==> config.mk <==
export PLATFORM = sky130hd
export DESIGN_NAME = distance_scan_ctrl_flat
export DESIGN_NICKNAME = d
export VERILOG_FILES = /design/src/rtl/distance_scan_ctrl_if.sv /design/src/rtl/distance_scan_ctrl.sv /design/src/flat_wrapper.sv
export SDC_FILE = /design/constraint.sdc
export NUM_CORES = 1
export LEC_CHECK = 0
export CAP_MARGIN = 20
export CELL_PAD_IN_SITES_DETAIL_PLACEMENT = 1
export CELL_PAD_IN_SITES_GLOBAL_PLACEMENT = 2
export CORE_MARGIN = 2
export CORE_UTILIZATION = 27
export CTS_CLUSTER_DIAMETER = 30
export DETAILED_ROUTE_END_ITERATION = 12
export GPL_TIMING_DRIVEN = 0
export PLACE_DENSITY = 0.74
export SLEW_MARGIN = 25
export SYNTH_ARGS = -nofsm -noshare
export SYNTH_HDL_FRONTEND = slang
export SYNTH_SLANG_ARGS = --single-unit
==> constraint.sdc <==
create_clock -name clk_in -period 5.5 [get_ports clk_in]
set_input_delay 1.1 -clock clk_in [delete_from_list [all_inputs] [get_ports clk_in]]
set_output_delay 1.1 -clock clk_in [all_outputs]
set_load 0.005 [all_outputs]
==> src/rtl/distance_scan_ctrl_if.sv <==
// distance_scan_ctrl_if
//   Bundles the coordinate-memory read port and the distance-unit streaming
//   port used by distance_scan_ctrl.
//   master : the scan controller (drives reads and per-dimension valids)
//   slave  : memory + distance unit side
//   Signals:
//     mem_rd_out           read strobe
//     mem_addr_out         coordinate word address
//     mem_data_in          coordinate word, MEM_LAT cycles after the strobe
//     dist_valid_out       one-hot per-dimension valid
//     dist_vertex_pos_out  per-dimension coordinate
//     dist_result_in       squared distance from the distance unit
//     dist_result_valid_in result strobe
interface distance_scan_ctrl_if #(
  parameter int DIM     = 9,
  parameter int CADDR_W = 20
);
  logic                    mem_rd_out;
  logic [CADDR_W-1:0]      mem_addr_out;
  logic [31:0]             mem_data_in;
  logic [DIM-1:0]          dist_valid_out;
  logic [DIM-1:0][31:0]    dist_vertex_pos_out;
  logic [31:0]             dist_result_in;
  logic                    dist_result_valid_in;

  modport master (
    output mem_rd_out, mem_addr_out, dist_valid_out, dist_vertex_pos_out,
    input  mem_data_in, dist_result_in, dist_result_valid_in
  );

  modport slave (
    input  mem_rd_out, mem_addr_out, dist_valid_out, dist_vertex_pos_out,
    output mem_data_in, dist_result_in, dist_result_valid_in
  );
endinterface

==> src/rtl/distance_scan_ctrl.sv <==
// distance_scan_ctrl
//   Streams the coordinates of vertices [base, base+count) out of coordinate
//   memory into the shared distance unit, one dimension per cycle, and keeps
//   the nearest vertex seen.
//   Optional feature macro: SCAN_TIMEOUT_EN (drain watchdog + timeout_out).
//   Ports:
//     clk_in, rst_in          clock, synchronous active-high reset
//     start_in                command pulse, accepted only when idle
//     base_idx_in, count_in   first vertex index and vertex count
//     busy_out                scan in progress (through the done cycle)
//     best_dist_out           smallest squared distance seen
//     best_idx_out            vertex index of best_dist_out
//     found_out               at least one result compared
//     done_out                one-cycle completion pulse
//     timeout_out             (SCAN_TIMEOUT_EN only) done caused by watchdog
//     bus                     memory + distance-unit port bundle (master)
//
//   state  | meaning
//   IDLE   | waiting for start_in; results ignored
//   ISSUE  | one coordinate read per cycle, count*DIM reads in total
//   DRAIN  | reads finished, waiting for outstanding distance results
//   DONE   | one-cycle done pulse, then back to IDLE
module distance_scan_ctrl #(
  parameter int DIM            = 9,
  parameter int IDX_W          = 16,
  parameter int CADDR_W        = 20,
  parameter int MEM_LAT        = 2,
  parameter int TIMEOUT_CYCLES = 1024
) (
  input  logic                 clk_in,
  input  logic                 rst_in,
  input  logic                 start_in,
  input  logic [IDX_W-1:0]     base_idx_in,
  input  logic [IDX_W-1:0]     count_in,
  output logic                 busy_out,
  output logic [31:0]          best_dist_out,
  output logic [IDX_W-1:0]     best_idx_out,
  output logic                 found_out,
  output logic                 done_out,
`ifdef SCAN_TIMEOUT_EN
  output logic                 timeout_out,
`endif
  distance_scan_ctrl_if.master bus
);

  localparam logic [1:0] S_IDLE  = 2'd0;
  localparam logic [1:0] S_ISSUE = 2'd1;
  localparam logic [1:0] S_DRAIN = 2'd2;
  localparam logic [1:0] S_DONE  = 2'd3;

  localparam int DW = (DIM > 1) ? $clog2(DIM) : 1;

  logic [1:0]                 state_q, state_d;
  logic [IDX_W-1:0]           base_q, base_d;
  logic [IDX_W-1:0]           count_q, count_d;
  logic [IDX_W-1:0]           vtx_q, vtx_d;
  logic [DW-1:0]              dim_q, dim_d;
  logic [IDX_W-1:0]           res_cnt_q, res_cnt_d;
  logic                       found_q, found_d;
  logic [31:0]                best_dist_q, best_dist_d;
  logic [IDX_W-1:0]           best_idx_q, best_idx_d;
  logic [MEM_LAT-1:0]         pipe_v_q, pipe_v_d;
  logic [MEM_LAT-1:0][DW-1:0] pipe_d_q, pipe_d_d;
  logic [DIM-1:0][31:0]       pos_q, pos_d;

  logic                       issue;
  logic                       res_take;
  logic                       exit_v;
  logic [DW-1:0]              exit_d;
  logic [DIM-1:0]             lane_hit;

`ifdef SCAN_TIMEOUT_EN
  localparam int TW = (TIMEOUT_CYCLES > 1) ? $clog2(TIMEOUT_CYCLES + 1) : 1;
  logic [TW-1:0]              tmo_q, tmo_d;
  logic                       timeout_q, timeout_d;
`endif

  assign issue    = (state_q == S_ISSUE);
  assign res_take = bus.dist_result_valid_in &&
                    ((state_q == S_ISSUE) || (state_q == S_DRAIN));
  assign exit_v   = pipe_v_q[MEM_LAT-1];
  assign exit_d   = pipe_d_q[MEM_LAT-1];

  assign busy_out          = (state_q != S_IDLE);
  assign done_out          = (state_q == S_DONE);
  assign best_dist_out     = best_dist_q;
  assign best_idx_out      = best_idx_q;
  assign found_out         = found_q;
  assign bus.mem_rd_out    = issue;
  // Modular CADDR_W arithmetic gives the truncated (base+vtx)*DIM+d directly.
  assign bus.mem_addr_out  = issue ?
    ((CADDR_W'(base_q) + CADDR_W'(vtx_q)) * CADDR_W'(DIM) + CADDR_W'(dim_q)) :
    '0;
`ifdef SCAN_TIMEOUT_EN
  assign timeout_out       = timeout_q;
`endif

  // Read data is only valid in the exit cycle, so the selected lane passes
  // mem_data_in straight through and the register holds it afterwards.
  always_comb begin
    lane_hit = '0;
    pos_d    = pos_q;
    for (int d = 0; d < DIM; d++) begin
      lane_hit[d] = exit_v && (exit_d == DW'(d));
      if (lane_hit[d]) begin
        pos_d[d] = bus.mem_data_in;
      end
    end
  end

  assign bus.dist_valid_out      = lane_hit;
  assign bus.dist_vertex_pos_out = pos_d;

  always_comb begin
    state_d     = state_q;
    base_d      = base_q;
    count_d     = count_q;
    vtx_d       = vtx_q;
    dim_d       = dim_q;
    res_cnt_d   = res_cnt_q;
    found_d     = found_q;
    best_dist_d = best_dist_q;
    best_idx_d  = best_idx_q;
`ifdef SCAN_TIMEOUT_EN
    tmo_d       = tmo_q;
    timeout_d   = 1'b0;
`endif

    pipe_v_d[0] = issue;
    pipe_d_d[0] = dim_q;
    for (int i = 1; i < MEM_LAT; i++) begin
      pipe_v_d[i] = pipe_v_q[i-1];
      pipe_d_d[i] = pipe_d_q[i-1];
    end

    // Results return in issue order: result k belongs to vertex base+k.
    if (res_take) begin
      res_cnt_d = res_cnt_q + IDX_W'(1);
      found_d   = 1'b1;
      if (bus.dist_result_in < best_dist_q) begin
        best_dist_d = bus.dist_result_in;
        best_idx_d  = base_q + res_cnt_q;
      end
    end

    case (state_q)
      S_IDLE: begin
        if (start_in) begin
          base_d      = base_idx_in;
          count_d     = count_in;
          vtx_d       = '0;
          dim_d       = '0;
          res_cnt_d   = '0;
          found_d     = 1'b0;
          best_dist_d = '1;
          best_idx_d  = '0;
          state_d     = (count_in != '0) ? S_ISSUE : S_DONE;
        end
      end
      S_ISSUE: begin
        if (dim_q == DW'(DIM - 1)) begin
          dim_d = '0;
          vtx_d = vtx_q + IDX_W'(1);
          if (vtx_q == count_q - IDX_W'(1)) begin
            state_d = S_DRAIN;
`ifdef SCAN_TIMEOUT_EN
            tmo_d   = TW'(TIMEOUT_CYCLES - 1);
`endif
          end
        end else begin
          dim_d = dim_q + DW'(1);
        end
      end
      S_DRAIN: begin
        // Using the next count lets done follow the final result by one cycle.
        if (res_cnt_d == count_q) begin
          state_d = S_DONE;
`ifdef SCAN_TIMEOUT_EN
        end else if (res_take) begin
          tmo_d = TW'(TIMEOUT_CYCLES - 1);
        end else if (tmo_q == '0) begin
          state_d   = S_DONE;
          timeout_d = 1'b1;
        end else begin
          tmo_d = tmo_q - TW'(1);
`endif
        end
      end
      default: begin
        state_d = S_IDLE;
      end
    endcase
  end

  always_ff @(posedge clk_in) begin
    if (rst_in) begin
      state_q     <= S_IDLE;
      base_q      <= '0;
      count_q     <= '0;
      vtx_q       <= '0;
      dim_q       <= '0;
      res_cnt_q   <= '0;
      found_q     <= 1'b0;
      best_dist_q <= '1;
      best_idx_q  <= '0;
      pipe_v_q    <= '0;
      pipe_d_q    <= '0;
      pos_q       <= '0;
`ifdef SCAN_TIMEOUT_EN
      tmo_q       <= '0;
      timeout_q   <= 1'b0;
`endif
    end else begin
      state_q     <= state_d;
      base_q      <= base_d;
      count_q     <= count_d;
      vtx_q       <= vtx_d;
      dim_q       <= dim_d;
      res_cnt_q   <= res_cnt_d;
      found_q     <= found_d;
      best_dist_q <= best_dist_d;
      best_idx_q  <= best_idx_d;
      pipe_v_q    <= pipe_v_d;
      pipe_d_q    <= pipe_d_d;
      pos_q       <= pos_d;
`ifdef SCAN_TIMEOUT_EN
      tmo_q       <= tmo_d;
      timeout_q   <= timeout_d;
`endif
    end
  end

endmodule

==> src/flat_wrapper.sv <==
// flat-port wrapper written by rule: the top's interface ports become plain ports
module distance_scan_ctrl_flat 
#(
  parameter int DIM            = 9,
  parameter int IDX_W          = 16,
  parameter int CADDR_W        = 20,
  parameter int MEM_LAT        = 2,
  parameter int TIMEOUT_CYCLES = 1024
)
  (clk_in, rst_in, start_in, base_idx_in, count_in, busy_out, best_dist_out, best_idx_out, found_out, done_out, bus_mem_rd_out, bus_mem_addr_out, bus_dist_valid_out, bus_dist_vertex_pos_out, bus_mem_data_in, bus_dist_result_in, bus_dist_result_valid_in);
  distance_scan_ctrl_if #(.DIM(DIM), .CADDR_W(CADDR_W)) bus_i ();
  input  logic clk_in;
  input  logic rst_in;
  input  logic start_in;
  input  logic [IDX_W-1:0] base_idx_in;
  input  logic [IDX_W-1:0] count_in;
  output logic busy_out;
  output logic [31:0] best_dist_out;
  output logic [IDX_W-1:0] best_idx_out;
  output logic found_out;
  output logic done_out;
  output wire logic [$bits(bus_i.mem_rd_out)-1:0] bus_mem_rd_out;
  output wire logic [$bits(bus_i.mem_addr_out)-1:0] bus_mem_addr_out;
  output wire logic [$bits(bus_i.dist_valid_out)-1:0] bus_dist_valid_out;
  output wire logic [$bits(bus_i.dist_vertex_pos_out)-1:0] bus_dist_vertex_pos_out;
  input wire logic [$bits(bus_i.mem_data_in)-1:0] bus_mem_data_in;
  input wire logic [$bits(bus_i.dist_result_in)-1:0] bus_dist_result_in;
  input wire logic [$bits(bus_i.dist_result_valid_in)-1:0] bus_dist_result_valid_in;
  assign bus_mem_rd_out = bus_i.mem_rd_out;
  assign bus_mem_addr_out = bus_i.mem_addr_out;
  assign bus_dist_valid_out = bus_i.dist_valid_out;
  assign bus_dist_vertex_pos_out = bus_i.dist_vertex_pos_out;
  assign bus_i.mem_data_in = bus_mem_data_in;
  assign bus_i.dist_result_in = bus_dist_result_in;
  assign bus_i.dist_result_valid_in = bus_dist_result_valid_in;
  distance_scan_ctrl #(.DIM(DIM), .IDX_W(IDX_W), .CADDR_W(CADDR_W), .MEM_LAT(MEM_LAT), .TIMEOUT_CYCLES(TIMEOUT_CYCLES)) u_core (.clk_in(clk_in), .rst_in(rst_in), .start_in(start_in), .base_idx_in(base_idx_in), .count_in(count_in), .busy_out(busy_out), .best_dist_out(best_dist_out), .best_idx_out(best_idx_out), .found_out(found_out), .done_out(done_out), .bus(bus_i));
endmodule
Word level (Yosys, flattened, before mapping)

Cells that the tools add are included.

Register bits after elaboration: 417
Input bits: 100
Output and inout bits: 369
Word-level logic and storage cells: 104

Add/subtract/negate cells: 7
Multipliers: 1
Magnitude comparators: 1
Eq/ne operators: 18
Multiplexer cells: 36
Reduce and logical (&&, ||, !) cells: 20

Operators with widths:

| operator                                                             | count |
|---|---|
| 32-bit two-way mux                                                   | 13 |
| 16-bit two-way mux                                                   | 9 |
| 16-bit by 1-bit adder with 16-bit output, second input constant      | 2 |
| 16-bit == test                                                       | 2 |
| 32-bit < comparator                                                  | 1 |
| 16-bit case mux with 2 select lines                                  | 1 |
| 20-bit by 4-bit adder with 20-bit output                             | 1 |
| 20-bit by 4-bit multiplier with 20-bit output, second input constant | 1 |
| 20-bit two-way mux                                                   | 1 |
| 16-bit by 16-bit adder with 17-bit output                            | 1 |
| 16-bit adder                                                         | 1 |
| 4-bit by 3-bit == test with 1-bit output, second input constant      | 4 |
| 16-bit nonzero test                                                  | 1 |
| 16-bit by 1-bit subtractor with 16-bit output, second input constant | 1 |
| 1-bit logical AND                                                    | 10 |
| 2-bit two-way mux                                                    | 5 |
| 4-bit by 2-bit == test with 1-bit output, second input constant      | 2 |
| 4-bit == test, second input constant                                 | 2 |
| 4-bit two-way mux                                                    | 2 |
| 2-bit inequality test, second input constant                         | 4 |
| 4-bit case mux with 2 select lines                                   | 1 |
| 2-bit case mux with 3 select lines                                   | 1 |
| 4-bit by 1-bit adder with 4-bit output, second input constant        | 1 |
| 2-bit == test, second input constant                                 | 2 |
| other kinds (10)                                                     | 14 |

Logic depth before layout (Yosys ltp)

Gate-level depths: netlist of the first run.

Depth in word-level cells: 7
Depth in mapped cells: 21
Gate-level depth less buffers: 21

Worst setup path after synthesis of the first run

No wires, ideal clock.

Kind: reg2out
From: register u_core.vtx_q[0]
To: output port bus_mem_addr_out[18]
Data arrival time: 4.460 ns
Data required time: 4.400 ns
Path slack: -0.060 ns
Cell stages (with the launch flop): 22
Buffers on the path: 0
Path through: dfxtp_1 ha_1 inv_1 fa_1 nor2b_1 o31a_1 o211a_1 o21a_1 o21a_1 or4b_1 o2111ai_1 and2_1 ha_1 ha_1 a21o_1 a21o_1 a21oi_1 nand3b_1 o21ai_0 o21ai_0 mux2i_1 o311ai_0

Longest elaborated chain between the ends: 4

Ends and longest elaborated chain:

| item                                          | RTL line                  | source |
|---|---|---|
| start, declared                               | distance_scan_ctrl.sv:56  | `logic [IDX_W-1:0] vtx_q, vtx_d;` |
| start signal, assigned                        | distance_scan_ctrl.sv:217 | `vtx_q <= vtx_d;` |
| 16-bit by 16-bit adder with 17-bit output     | distance_scan_ctrl.sv:92  | `((CADDR_W'(base_q) + CADDR_W'(vtx_q)) * CADDR_W'(DIM) + CADDR_W'(dim_q)) :` |
| 20-bit by 4-bit multiplier with 20-bit output | distance_scan_ctrl.sv:92  |  |
| 20-bit by 4-bit adder with 20-bit output      | distance_scan_ctrl.sv:92  |  |
| 20-bit two-way mux                            | distance_scan_ctrl.sv:91  | `assign bus.mem_addr_out = issue ?` |
| end, declared                                 | flat_wrapper.sv:23        | `output wire logic [$bits(bus_i.mem_addr_out)-1:0] bus_mem_addr_out;` |

No other way between the ends.

Worst setup path in the final report of the first run

From: register u_core.vtx_q[0]
To: output port bus_mem_addr_out[17]

The elaborated chain is that of the path after synthesis.

==> results of run 1 <==
[metrics by stage]
step / total power (W) / hold slack (ps) / area (µm²) / setup TNS, ps / instances
after floorplan: 0.00466 / 414 / 20800 / 0 / 2478
after global placement: 0.00560 / 432 / 26500 / -5800 / 3943
after detailed placement: 0.00566 / 439 / 26500 / -5940 / 3943
after CTS: 0.0134 / 449 / 31300 / -5030 / 4179
after global routing: 0.0139 / 461 / 31500 / -7000 / 4191
final: 0.0134 / 443 / 31500 / -4570 / 4191
[power breakdown]
group	internal, W	switching (W)
sequential	0.00319	0.000139
combinational	0.000985	0.00141
clock	0.00550	0.00212
total	0.00968	0.00367
[layout make-up]
class	instances	area, µm²
clock buffers	156	3310
clock inverters	63	1180
well taps	1030	1290
plain buffers	165	731
flip-flops and latches	417	8360
fillers	8773	44700
repair buffers	461	4520
inverters	71	267
diodes	3	7.51
multi-input cells	1825	11900
[worst min path at each step]
stage / to / slack [ps]
6_report: u_core.pipe_v_q[1] / 440
3_5_place_dp: u_core.exit_d[3] / 440
5_1_grt: u_core.pipe_v_q[1] / 460
2_1_floorplan: u_core.exit_d[0] / 410
3_3_place_gp: u_core.exit_d[2] / 430
4_1_cts: u_core.pipe_v_q[1] / 450
[Yosys cell counts (11+ instances only)]
cell type and n:
mux2_2 128, clkbuf_2 21, ha_1 118, xnor2_1 63
nand2b_1 11, dfxtp_1 417, nand3_1 26, nor2b_1 19
and2_1 304, o21ai_0 37, nor3_1 25, a21oi_1 78
clkbuf_1 118, nand4_1 26, nand2_1 617, nor4_1 18
o211ai_1 37, inv_1 70, nor2_1 106, xor2_1 38
and3_1 17, mux2i_1 19, a31oi_1 13, a21o_1 19
[flip-flops by register name, summed over array words and instances, names as in the netlist]
name                  flops
u_core.found_out          1
u_core.exit_d             4
u_core.pipe_v_q           2
u_core.state_q            2
u_core.res_cnt_q         16
u_core.pipe_d_d           4
u_core.pos_q            288
u_core.count_q           16
u_core.best_idx_out      16
u_core.vtx_q             16
u_core.base_q            16
u_core.dim_q              4
u_core.best_dist_out     32
[worst reg2reg max path, cell delays in order, from the launching register on]
cell and delay (ps):
dfxtp_1 420, inv_1 90, ha_1 280, buf_2 220, nand4_2 290, nor4_1 770
xnor2_1 200, o2bb2ai_1 160, nor4_1 310, nand2_1 130, a21oi_1 260, mux2_1 340
[per-layer routing]
metal	up-vias	global-route usage (%)	wire, µm	part of all wire (%)
met5	-	0	10	0.011
met4	2	7.68	2610	3.0
met3	138	4.53	4610	5.3
met2	462	39.7	44700	51
met1	9550	23.4	35100	40
li1	9375	-	-	-
[cell families (layout without fill, tap and decap cells)]
kind of cell             Yosys count  in the layout  synth area share (%)
AND/OR/NAND/NOR                 1195           1195                  27.2
multiplexers                     148            148                  7.89
adder cells (fa/ha/maj)          121            121                  7.38
AO/OA/AOI/OAI                    258            258                  8.18
buffers and inverters            236            916                  4.79
other                              0              3                     0
flip-flops                       417            417                  40.1
XOR/XNOR                         103            103                  4.46
[timing repair]
action                                  4_1_cts  5_1_grt
pin swaps                                    32       31
resized for setup                            89       32
setup buffers                                17        9
endpoints found under the setup margin       15       13
hold buffers                                  0        0
==> reports/metrics.csv, run 1 <==
metric,value,unit
Crit path largest cell delay,500,ps
CP max-delay cell,or4b_4,
Placer Congestion,0.839,
Initial Util,27.3,%
Max Root-Sink Buffers,3,
"Slew Viols, Final",0,
Port-buffer cells,435,
layout net count,3279,
"commonest non-fill, non-tap cell in the layout",nand2_1,
Rows,101,
WL/cell,20.8,µm
ratio of cells with drive above 1 in the final layout,15.0,%
CP arrival,5240,ps
Period minus WS final,6340,ps
register area share after synthesis,40.1,%
post-synthesis async set-or-reset flop share,0,%
DR pass1 iterations,4,
outcome,"complete, but fails checks",
vias per cell,4.66,
DIE HEIGHT,282,µm
Buf/Inv on CP,3,
Core ar.,76200,µm²
worst slew pin tran,909,ps
Max Cap Viol,0,
Post-route DRC,0,
"delay-heaviest family, CP",compound AO/OA/AOI/OAI gates,
Sink Count,417,
global-route usage over all layers,21.2,%
CTS Root Cell,clkbuf_16,
"Top FF cell, synth",dfxtp_1,
failing checks,negative setup slack,
fin crit share,115,%
Synth area leaders,"dfxtp_1, nand2_1, and2_1",
CP endpoint,bus_mem_addr_out[17],
Crit Path Class,flop to output pin,
Post-synth EDFFs,0,
startpoint types,flop,
via count,19527,
Final ANT Viol Nets,0,
RSZ-0062 raised after global routing,yes,
reg2reg setup slack,1920,ps
HP Start,u_core.pipe_v_q[0],
PnR worst setup slack,-837,ps
critical path endpoint category,output pin,
Setup Skew,49.3,ps
final setup fails,10,
PD cells,423,nW/µm²
FF-to-FF path depth,11,
WP depth,22,
Die ar.,79400,µm²
crit path cell chain,ha_4 -> inv_2 -> fa_2 -> nor2b_1 -> o31a_1 -> o211a_1 -> o21a_1 -> o21a_1 -> or4b_4 -> o2111ai_4 -> xor2_2 -> ha_4 -> ha_4 -> a21o_1 -> a21o_1 -> a21oi_4 -> nand4_1 -> buf_4 -> a31oi_1 -> xor2_1 -> nor2_1 -> clkdlybuf4s15_1,
FF-to-FF Start,u_core.state_q[0],
r2r endpoint,u_core.state_q[1],
Area Overhead vs Synth,51.4,%
Synth Instances,2478,
relative slew slack,39.4,%
first-pass GRT wire length,128000,µm
hpwl dp,65700,µm
clk_lat worst skew,680,ps
highest clock rate,0.158,GHz
Leak Pwr,13.8,nW
Hold Path Depth,1,
htree depth,3,
# IOs,469,
Die Wd,282,µm
final WL,87000,µm
Yosys top cell by area,dfxtp_1,
"commonest cells after routing, fill and taps aside","nand2_1, clkdlybuf4s50_1, dfxtp_1, and2_1, clkbuf_1",
Worst Path Max Fanout,4,
initial antenna violation count,4,
Starting DRT DRC Count,658,
syn_nets,2699,
syn avg cell area,8.40,µm²
Synth cell types,73,
dpl ws,-1060,ps
Worst Hold Class,flop to flop,
GR Overflow Total,0,
required time of the critical path,4400,ps
CTS tree,done,
Layout Utilization,41.4,%
vias in the first global route,21045,
largest net degree at the start of global routing,20,
most used cell along the critical path,ha_4,
clock-pin slew on the worst setup and hold paths,40,ps
synth warn,0,
total CTS buffers,117,
worst setup path startpoint,u_core.vtx_q[0],
Post-Syn Area,20800,µm²
Synth Register Bits,417,
share of the synthesized area in the top cell type,40.1,%
Final Hold Viols,0,
Max VDD drop,0.241,mV
Power figures use the tool's default switching activity.
==> inputs of run 2 (changes only) <==
--- a/config.mk
+++ b/config.mk
@@ -10,6 +10,7 @@
 export CELL_PAD_IN_SITES_GLOBAL_PLACEMENT = 2
 export CORE_MARGIN = 2
 export CORE_UTILIZATION = 27
+export CTS_BUF_LIST = sky130_fd_sc_hd__clkbuf_4 sky130_fd_sc_hd__clkbuf_8 sky130_fd_sc_hd__clkbuf_16
 export CTS_CLUSTER_DIAMETER = 30
 export DETAILED_ROUTE_END_ITERATION = 12
 export GPL_TIMING_DRIVEN = 0
==> run 2 against run 1 <==
  * The run still ends with negative setup slack left
  * Combinational power about the same
  * Design area up 0.18%
  * Clock power up 0.9%
  * Flip-flop and latch count unchanged
  * Sequential share of layout area about the same
  * Largest power group unchanged
==> reports/metrics.csv, run 2 (synthesized netlist as in run 1, its figures left out) <==
metric,value,unit,change
via count,19596,,+0.35%
max reg flops,288,,unchanged
CP arrival,5230,ps,about the same
hpwl dp,65700,µm,unchanged
hold buffer count at cts,0,,unchanged
final setup fails,10,,unchanged
"Slew Viols, Final",0,,unchanged
placed cells,3943,,unchanged
Worst Hold Class,flop to flop,,
worst slew pin tran,919,ps,+9.69 ps
PD cells,425,nW/µm²,+0.34%
Fillers,8756,,-0.19%
global-route usage over all layers,21.3,%,+0.026 points
DIE HEIGHT,282,µm,unchanged
htree depth,3,,unchanged
Core ar.,76200,µm²,unchanged
outcome,"complete, but fails checks",,
DR pass1 iterations,4,,unchanged
dpl ws,-1060,ps,unchanged
Rows,101,,unchanged
"commonest cells after routing, fill and taps aside","nand2_1, clkdlybuf4s50_1, dfxtp_1, and2_1, mux2_2",,
highest clock rate,0.158,GHz,about the same
fin crit share,115,%,about the same
Max VDD drop,0.240,mV,-0.33%
Max Cap Viol,0,,unchanged
Worst Path Max Fanout,4,,unchanged
largest net degree at the start of global routing,20,,unchanged
Period minus WS final,6330,ps,-5.40 ps
failing checks,negative setup slack,,
Sink Count,417,,unchanged
Crit Path Class,flop to output pin,,
CTS tree,done,,
Starting DRT DRC Count,658,,unchanged
WL/cell,20.8,µm,about the same
PnR worst setup slack,-831,ps,+5.41 ps
Initial Util,27.3,%,unchanged
Placer Congestion,0.839,,unchanged
first-pass GRT wire length,128000,µm,about the same
clock-pin slew on the worst setup and hold paths,40,ps,about the same
layout net count,3279,,unchanged
Max Root-Sink Buffers,3,,unchanged
GR Overflow Total,0,,unchanged
vias in the first global route,21074,,+0.14%
CTS Root Cell,clkbuf_16,,
clk_lat worst skew,680,ps,about the same
initial antenna violation count,4,,unchanged
startpoint types,flop,,
Setup Skew,47.2,ps,-2.14 ps
ratio of cells with drive above 1 in the final layout,15.5,%,+0.47 points
final WL,87000,µm,about the same
Final Hold Viols,0,,unchanged
Die Wd,282,µm,unchanged
Leak Pwr,13.9,nW,+0.37%
relative slew slack,38.2,%,-1.2 points
Area Overhead vs Synth,51.7,%,
Non-Filler Instances,4191,,unchanged
vias per cell,4.68,,+0.35%
Post-route DRC,0,,unchanged
critical path endpoint category,output pin,,
Port-buffer cells,435,,unchanged
Die ar.,79400,µm²,unchanged
Biggest register,u_core.pos_q,,
required time of the critical path,4400,ps,about the same
Final ANT Viol Nets,0,,unchanged
RSZ-0062 raised after global routing,yes,,
total CTS buffers,117,,unchanged
"commonest non-fill, non-tap cell in the layout",nand2_1,,
# IOs,469,,unchanged
[run 2: changes by cell type in the layout (fill, tap and decap cells not counted)]
cell / change
clkbuf_1: -15
clkbuf_4: +15
[run 2: timing repair]
| action | in CTS | in global routing |
|---|---|---|
| buffers inserted | 17 | 9 |
| setup endpoints to repair | 15 | 13 |
| resized for setup | 89 | 32 |
| pin swaps | 32 | 31 |
| gates cloned | 0 | 0 |
[run 2: final timing paths]
kind	cells past startpoint	to	start	slack [ps]
min	1	u_core.pipe_v_q[1]	u_core.pipe_v_q[0]	440
max reg2reg	11	u_core.state_q[1]	u_core.state_q[0]	1940
min reg2reg	1	u_core.pipe_v_q[1]	u_core.pipe_v_q[0]	440
max	22	bus_mem_addr_out[17]	u_core.vtx_q[0]	-830
[run 2: layout make-up]
| class | count | area, µm² | area share (%) |
|---|---|---|---|
| clock buffers | 156 | 3370 | 10.7 |
| inverters | 71 | 267 | 0.844 |
| diodes | 3 | 7.51 | 0.0238 |
| flip-flops and latches | 417 | 8360 | 26.5 |
| clock inverters | 63 | 1180 | 3.74 |
| well taps | 1030 | 1290 | 4.08 |
| repair buffers | 461 | 4520 | 14.3 |
| plain buffers | 165 | 731 | 2.31 |
| multi-input cells | 1825 | 11900 | 37.5 |
[run 2: layer usage]
| layer | GRT usage, % | share of wire, % | wire length [µm] |
|---|---|---|---|
| met1 | 23.4 | 40 | 34900 |
| met2 | 39.6 | 51 | 44700 |
| met3 | 4.75 | 5.5 | 4750 |
| met4 | 7.80 | 3.1 | 2690 |
| met5 | 0 | 0.011 | 10 |
[run 2: power breakdown]
part | switching (W) | internal, W | total, W
combinational | 0.00141 | 0.000985 | 0.00239
sequential | 0.000139 | 0.00319 | 0.00333
clock | 0.00212 | 0.00558 | 0.00769
total | 0.00367 | 0.00975 | 0.0134
[run 2: metrics by stage]
step	hold WS (ps)	area (µm²)	TNS, ps	util (%)	total power [W]
after global routing	461	31600	-7000	41.4	0.0140
after CTS	449	31300	-5030	41.1	0.0135
final	443	31600	-4520	41.4	0.0134
after floorplan	414	20800	0	-	0.00466
after detailed placement	439	26500	-5940	34.7	0.00566
after global placement	432	26500	-5800	34.7	0.00560
[run 2: worst max-delay path, cell delays in order (launching register included)]
cell	delay, ps
dfxtp_4	360
ha_4	160
inv_2	40
fa_2	180
nor2b_1	60
o31a_1	260
o211a_1	250
o21a_1	180
o21a_1	190
or4b_4	500
o2111ai_4	140
xor2_2	210
ha_4	230
ha_4	160
a21o_1	210
a21o_1	190
a21oi_4	200
nand4_1	200
buf_4	200
a31oi_1	190
xor2_1	190
nor2_1	60
clkdlybuf4s15_1	220
==> inputs of run 3 (changes only) <==
--- a/config.mk
+++ b/config.mk
@@ -13,6 +13,7 @@
 export CTS_BUF_LIST = sky130_fd_sc_hd__clkbuf_4 sky130_fd_sc_hd__clkbuf_8 sky130_fd_sc_hd__clkbuf_16
 export CTS_CLUSTER_DIAMETER = 30
 export DETAILED_ROUTE_END_ITERATION = 12
+export GPL_ROUTABILITY_DRIVEN = 0
 export GPL_TIMING_DRIVEN = 0
 export PLACE_DENSITY = 0.74
 export SLEW_MARGIN = 25
==> run 3 against run 2 <==
  * Largest power group unchanged
  * Highest routed layer unchanged
  * The run still ends with negative setup slack left
  * Clock skew is 23 ps higher
  * Routed wire length hardly changed
  * Worst hold slack worse by 20 ps
  * Via count is 0.39% higher
==> reports/metrics.csv, run 3 (synthesized netlist as in run 1, its figures left out) <==
metric,value,unit,change
outcome,"complete, but fails checks",,
failing checks,negative setup slack,,
Final Cell Area,31200,µm²,-1.2%
critical path endpoint category,output pin,,
required time of the critical path,4400,ps,about the same
DP Area,26500,µm²,unchanged
CTS Root Cell,clkbuf_16,,
ratio of cells with drive above 1 in the final layout,15.3,%,-0.25 points
Highest Signal Layer,met5,,
Rows,101,,unchanged
PnR worst setup slack,-732,ps,+99.5 ps
Setup Skew,69.9,ps,+22.7 ps
Leak Pwr,13.7,nW,-1.4%
Tot Pwr,0.0129,W,-3.8%
Sink Count,417,,unchanged
"commonest non-fill, non-tap cell in the layout",nand2_1,,
Period minus WS final,6230,ps,-99.5 ps
WL/cell,20.8,µm,+0.24%
clock-pin slew on the worst setup and hold paths,40,ps,about the same
CP arrival,5130,ps,-100 ps
via count,19673,,+0.39%
final WL,87100,µm,about the same
reg2reg setup slack,1950,ps,about the same
DIE HEIGHT,282,µm,unchanged
largest net degree at the start of global routing,19,,-5.0%
highest clock rate,0.160,GHz,+1.6%
Sw Share,28.4,%,+1.1 points
startpoint types,flop,,
power share of the clock group,55.9,%,-1.4 points
Fillers,8824,,+0.78%
CTS tree,done,,
met1 WL,35400,µm,+1.6%
total CTS buffers,115,,-1.7%
final hold slack,423,ps,-20.0 ps
Final ANT Viol Nets,0,,unchanged
first-pass GRT wire length,128000,µm,+0.42%
Area Overhead vs Synth,49.9,%,
crit path cell chain,ha_4 -> inv_2 -> fa_2 -> nor2b_2 -> o31a_1 -> o211a_1 -> o21a_1 -> o21a_1 -> or4b_4 -> o2111ai_4 -> buf_6 -> xor2_2 -> ha_1 -> ha_4 -> nand4_1 -> a211o_1 -> nand4_1 -> a311oi_2 -> or3_1 -> a21oi_2 -> buf_2,,
clk_lat worst skew,690,ps,about the same
Max VDD drop,0.284,mV,+18%
Logic pwr share,18.3,%,+0.5 points
global-route usage over all layers,21.3,%,about the same
vias per cell,4.70,,+0.56%
Max Root-Sink Buffers,3,,unchanged
Crit Path Class,flop to output pin,,
Core ar.,76200,µm²,unchanged
vias in the first global route,20933,,-0.67%
FF-to-FF Start,u_core.best_dist_out[4],,
PD cells,414,nW/µm²,-2.7%
met3 wire len,4300,µm,-9.4%
worst slew pin tran,913,ps,-5.67 ps
"Slew Viols, Final",0,,unchanged
Port-buffer cells,435,,unchanged
Max Cap Viol,0,,unchanged
relative slew slack,39.1,%,+0.94 points
layout net count,3272,,-0.21%
hold buffer count at cts,0,,unchanged
worst setup path startpoint,u_core.vtx_q[0],,
Int Pwr,0.00924,W,-5.3%
Non-Filler Instances,4184,,-0.17%
"commonest cells after routing, fill and taps aside","nand2_1, clkdlybuf4s50_1, dfxtp_1, and2_1, mux2_2",,
GR Overflow Total,0,,unchanged
Crit path largest cell delay,500,ps,about the same
hpwl dp,65800,µm,+0.11%
CP max-delay cell,or4b_4,,
met2 WL,44700,µm,about the same
Initial Util,27.3,%,unchanged
htree depth,3,,unchanged
DR pass1 iterations,5,,+1
Final Hold Viols,0,,unchanged
HP Start,u_core.pipe_d_d[5],,
P_sw,0.00367,W,+0.12%
Die Wd,282,µm,unchanged
Worst Path Max Fanout,4,,unchanged
# IOs,469,,unchanged
Die ar.,79400,µm²,unchanged
placed cells,3943,,unchanged
Biggest register,u_core.pos_q,,
Post-route DRC,0,,unchanged
Worst Hold Class,flop to flop,,
max reg flops,288,,unchanged
RSZ-0062 raised after global routing,yes,,
fin crit share,113,%,-1.8 points
Flop pwr share,25.8,%,+1.0 points
initial antenna violation count,5,,+1
final setup fails,10,,unchanged
Starting DRT DRC Count,695,,+5.6%
## run 3: per-layer routing
metal,global-route usage [%],vias to the layer above
met4,7.94,2
li1,-,9379
met2,39.3,463
met5,0,-
met1,24.0,9664
met3,4.14,165
## run 3: power by group through the flow
stage / clock network (W) / logic [W] / registers [W]
4_1_cts: 0.00732 / 0.00235 / 0.00333
6_report: 0.00721 / 0.00236 / 0.00333
2_1_floorplan: 0 / 0.00132 / 0.00334
3_5_place_dp: 0 / 0.00228 / 0.00338
5_1_grt: 0.00750 / 0.00260 / 0.00334
3_3_place_gp: 0 / 0.00223 / 0.00337
## run 3: layout make-up
type	count	area [µm²]	share of cell area, %
clock buffers	156	3340	10.7
multi-input cells	1825	11800	37.9
well taps	1030	1290	4.13
diodes	4	10.0	0.0321
clock inverters	60	932	2.99
inverters	71	267	0.854
repair buffers	456	4470	14.3
flip-flops and latches	417	8360	26.8
plain buffers	165	731	2.34
## run 3: timing repair
action | 4_1_cts | 5_1_grt
setup buffers | 9 | 12
endpoints found under the hold margin | 0 | 0
cloned | 0 | 0
gates resized for setup | 80 | 29
pin swaps | 25 | 31
setup endpoints to repair | 15 | 13
## run 3: critical path: cells and delay by family, from the launching register on
kind / cells / cell delay (ps)
AND/OR/NAND/NOR: 5 / 1220
adder cells (fa/ha/maj): 4 / 980
XOR/XNOR: 1 / 50
AO/OA/AOI/OAI: 8 / 1550
buffers and inverters: 3 / 330
flip-flops: 1 / 360
## run 3: through the flow
step	setup WS (ps)	TNS, ps	util (%)
floorplan	26.4	0	-
global placement	-1080	-5770	34.7
detailed placement	-1130	-6160	34.7
CTS	-876	-5710	40.7
global route	-972	-6560	41.0
finish	-732	-4040	41.0
## run 3: path summary, 6_finish.rpt
check,to,cells past startpoint
hold reg to reg,u_core.exit_d[1],1
hold / removal,u_core.exit_d[1],1
setup / recovery,bus_mem_addr_out[19],21
setup reg to reg,u_core.best_idx_out[6],12
